**src/rtl/register_file.sv**
```systemverilog
// register_file: 32 x 64 LEGv8 register file, XZR hardwired to zero, same-cycle write-to-read bypass
module register_file #(
    parameter int DATA_WIDTH = 64,
    parameter int ADDR_WIDTH = 5,
    parameter int ZERO_REG   = 31
) (
    input  logic                  Clk,
    input  logic                  ResetL,
    input  logic [ADDR_WIDTH-1:0] RA,
    input  logic [ADDR_WIDTH-1:0] RB,
    input  logic [ADDR_WIDTH-1:0] RW,
    input  logic [DATA_WIDTH-1:0] BusW,
    input  logic                  RegWr,
    output logic [DATA_WIDTH-1:0] BusA,
    output logic [DATA_WIDTH-1:0] BusB
);
    localparam int DEPTH = 2 ** ADDR_WIDTH;
    localparam logic [ADDR_WIDTH-1:0] ZR = ADDR_WIDTH'(ZERO_REG);

    logic [DATA_WIDTH-1:0] regs_q [DEPTH];
    logic [DATA_WIDTH-1:0] regs_d [DEPTH];

    // next register contents; the zero entry is tied to a constant so it folds away
    always_comb begin
        for (int i = 0; i < DEPTH; i++)
            regs_d[i] = (i == ZERO_REG) ? '0 :
                        (RegWr && RW == ADDR_WIDTH'(i)) ? BusW : regs_q[i];
    end

    // storage, cleared asynchronously while ResetL is low
    always_ff @(posedge Clk or negedge ResetL) begin
        if (!ResetL) begin
            for (int i = 0; i < DEPTH; i++) regs_q[i] <= '0;
        end else begin
            regs_q <= regs_d;
        end
    end

    // zero register beats bypass, bypass beats stored value; reset forces zero
    always_comb begin
        BusA = (!ResetL || RA == ZR) ? '0 : (RegWr && RW == RA) ? BusW : regs_q[RA];
        BusB = (!ResetL || RB == ZR) ? '0 : (RegWr && RW == RB) ? BusW : regs_q[RB];
    end
endmodule
```
**config.mk**
```make
export PLATFORM = sky130hd
export DESIGN_NAME = register_file
export DESIGN_NICKNAME = d
export VERILOG_FILES = /design/src/rtl/register_file.sv
export SDC_FILE = /design/constraint.sdc
export NUM_CORES = 2
export LEC_CHECK = 0
export BUFFER_PORTS_ARGS = -buffer_cell sky130_fd_sc_hd__buf_2
export CAP_MARGIN = 5
export CORE_MARGIN = 4
export CORE_UTILIZATION = 35
export CTS_BUF_LIST = sky130_fd_sc_hd__clkbuf_16
export CTS_CLUSTER_DIAMETER = 30
export CTS_CLUSTER_SIZE = 10
export DETAILED_ROUTE_END_ITERATION = 6
export PLACE_DENSITY = 0.47
export REMOVE_ABC_BUFFERS = 1
export SLEW_MARGIN = 20
export SYNTH_ARGS = -nofsm -noshare
export SYNTH_HDL_FRONTEND = slang
export SYNTH_SLANG_ARGS = --single-unit
```
**constraint.sdc**
```tcl
create_clock -name Clk -period 3 [get_ports Clk]
set_clock_uncertainty 0.1 [all_clocks]
set_input_delay 0 -clock Clk [delete_from_list [all_inputs] [get_ports Clk]]
set_output_delay 0 -clock Clk [all_outputs]
set_load 0.1 [all_outputs]
```
==> metrics.txt <==
detail-routed net length per standard cell 34.2 um; Worst Path Arrival 2.97 ns; vias in the first global route 78800; Async SR Flop Fraction 1.00; switching share of power 0.274; DIE AREA 315000 sq um; Max Cap Viol 0; Critical Path RT 2.90 ns; worst IR drop on VDD 0.560 mV; violated checks negative setup slack; hold_ws 0.0678 ns; Final Power 113 mW; setup ws final -0.0737 ns; top_reg_cell synth dfrtp_1; Vias 75000; post-route cell area 138000 sq um; input/output buffers 209; Final Setup Violations 2; DRC Markers 0; net switching power 30.9 mW; placed cell area 117000 sq um; core box area 304000 sq um; post-synthesis sequential area ratio 0.463; layout cells sized above 1 0.527; clock share of power 0.510; Cell Pwr Density 818 nW/um^2; Syn Inst Count 7499; Largest register FFs 1984; TritonCTS clock tree yes; syn avg cell area 14.3 sq um; GPL Wtd Cong 0.795; Post-synth EDFFs 0; Startpoint Class flop; die width 561 um; Critical Path End Type output port; # IOs 210; fin nets 8051; Area Overhead vs Synth 28.4%; DRT iter0 DRCs 6376; P_int 81.6 mW; crit path max fanout 3; Total GRT Usage 0.265; sequential fraction of design power 0.321; H-tree depth 6; Final Slew Violations 0; CTS root buffer clkbuf_16; Initial Utilization 0.353; combinational power share 0.169; Final Cycle Share 1.02; number of buffers created by CTS 545; CTS clk-pin slew, worst paths 0.04 ns; Max Fclk 0.325 GHz; Synth Warn # 0; critical path type flop to output port; final WL 427000 um; LEAKAGE 59.3 nW; commonest cells after routing, fill and taps aside mux2_2 (1984), dfrtp_1 (1984), mux4_2 (755), clkbuf_16 (554), mux2i_1 (500); # rows 202; Hold WC Path Type input pin to flop; Clock Latency Late Sink 0.96 ns; most flop-heavy register regs_q; Rel. slew slack 0.325; Final Hold Viols 0; clk buf depth 4; unrepaired setup endpoints after global routing yes; dpl hpwl 250000 um; Post-Place Setup Slack -0.0733 ns; first-pass GRT wire length 606000 um; drt pass-1 iters 7; Top Registers regs_q: 1984 flops; number of library cell types mapped by synthesis 56; worst-margin pin slew 1.01 ns; GRT overflow 0; antenna-violating nets left 0; largest net degree at the start of global routing 146; Die H 561 um; synthesis-stage register bit count 1984; final core occ 0.453; Mapped Area 107000 sq um; outcome finished, violations left; initial antenna violation count 33; CTS Sinks 1984; min Tclk post-route 3.07 ns; vias per inst 6.00
## stage by stage
step / setup TNS, ns / instances
after CTS: -2.74 / 12500
final: -0.103 / 12500
after floorplan: -521.12 / 6680
after global placement: -0.157 / 11400
after global routing: -0.668 / 12500
after detailed placement: -0.0733 / 11400
## final cells by class
| cell class | count | area, sq um |
|---|---|---|
| fill | 27100 | 166000 |
| antenna | 7 | 17.5 |
| timing repair buffer | 742 | 9560 |
| multi-input combinational | 4675 | 54800 |
| tap | 4080 | 5100 |
| inverter | 21 | 86.3 |
| clock buffer | 551 | 13800 |
| clock inverter | 433 | 4530 |
| sequential | 1984 | 49600 |
## per-layer routing
metal / share of wire / track usage / routed length [um]
met5: 0.00026 / 0 / 109
met4: 0.039 / 0.0949 / 16800
met3: 0.062 / 0.0495 / 26400
met2: 0.47 / 0.423 / 201000
met1: 0.43 / 0.360 / 182000
## Yosys cell counts (all sizes together), types with 80 or more instances
master | count | area (sq um)
o211ai | 153 | 1150
mux2 | 2002 | 22500
clkbuf | 342 | 1280
mux4 | 755 | 17000
nand2 | 203 | 762
dfrtp | 1984 | 49600
nand3 | 111 | 556
a22oi | 131 | 983
a211oi | 95 | 713
mux2i | 514 | 5140
buf | 477 | 2590
o22ai | 105 | 657
o21ai | 123 | 616
a22o | 80 | 701
## worst max-delay path: stages (launching register included)
cell	delay, ns
dfrtp_1	0.39
mux4_2	0.49
mux4_2	0.48
nor2b_4	0.14
a211o_4	0.30
buf_12	0.18
## final timing paths
kind,to,from,slack (ns),cells past startpoint
setup / recovery,BusB[52],regs_q[564],-0.07,5
hold / removal,regs_q[1423],BusW[15],0.07,4
setup reg to reg,regs_q[1231],regs_q[1231],1.55,2
hold reg to reg,regs_q[1229],regs_q[1229],0.41,1
max in group asynchronous,regs_q[1544],ResetL,0.91,13
min in group asynchronous,regs_q[803],ResetL,0.21,10
## what timing repair did
item                       4_1_cts  5_1_grt
hold buffers                    99        0
resized for setup              134       84
setup endpoints to repair       68      116
pin swaps                       37       30
cloned                           0        4
buffers inserted                 5        4
hold endpoints to repair      3939        0
## power groups by stage
stage	Clock (mW)	Combinational, mW	Sequential (mW)
final	57.4	19.0	36.1
after global routing	59.8	20.2	36.7
after CTS	58.2	18.9	35.9
after detailed placement	0	18.4	36.3
after global placement	0	18.1	36.0
after floorplan	0	12.5	34.9
## logic make-up after synthesis
kind of cell,after synthesis,synth area share
and+or+nand+nor,517,0.0233
DFF,1984,0.463
muxes,3271,0.417
buffers and inverters,840,0.0369
xor gates and xnor gates,10,0.000818
AOI/OAI and AO/OA,877,0.0583
Note: power is estimated with default switching activity, not from simulation.
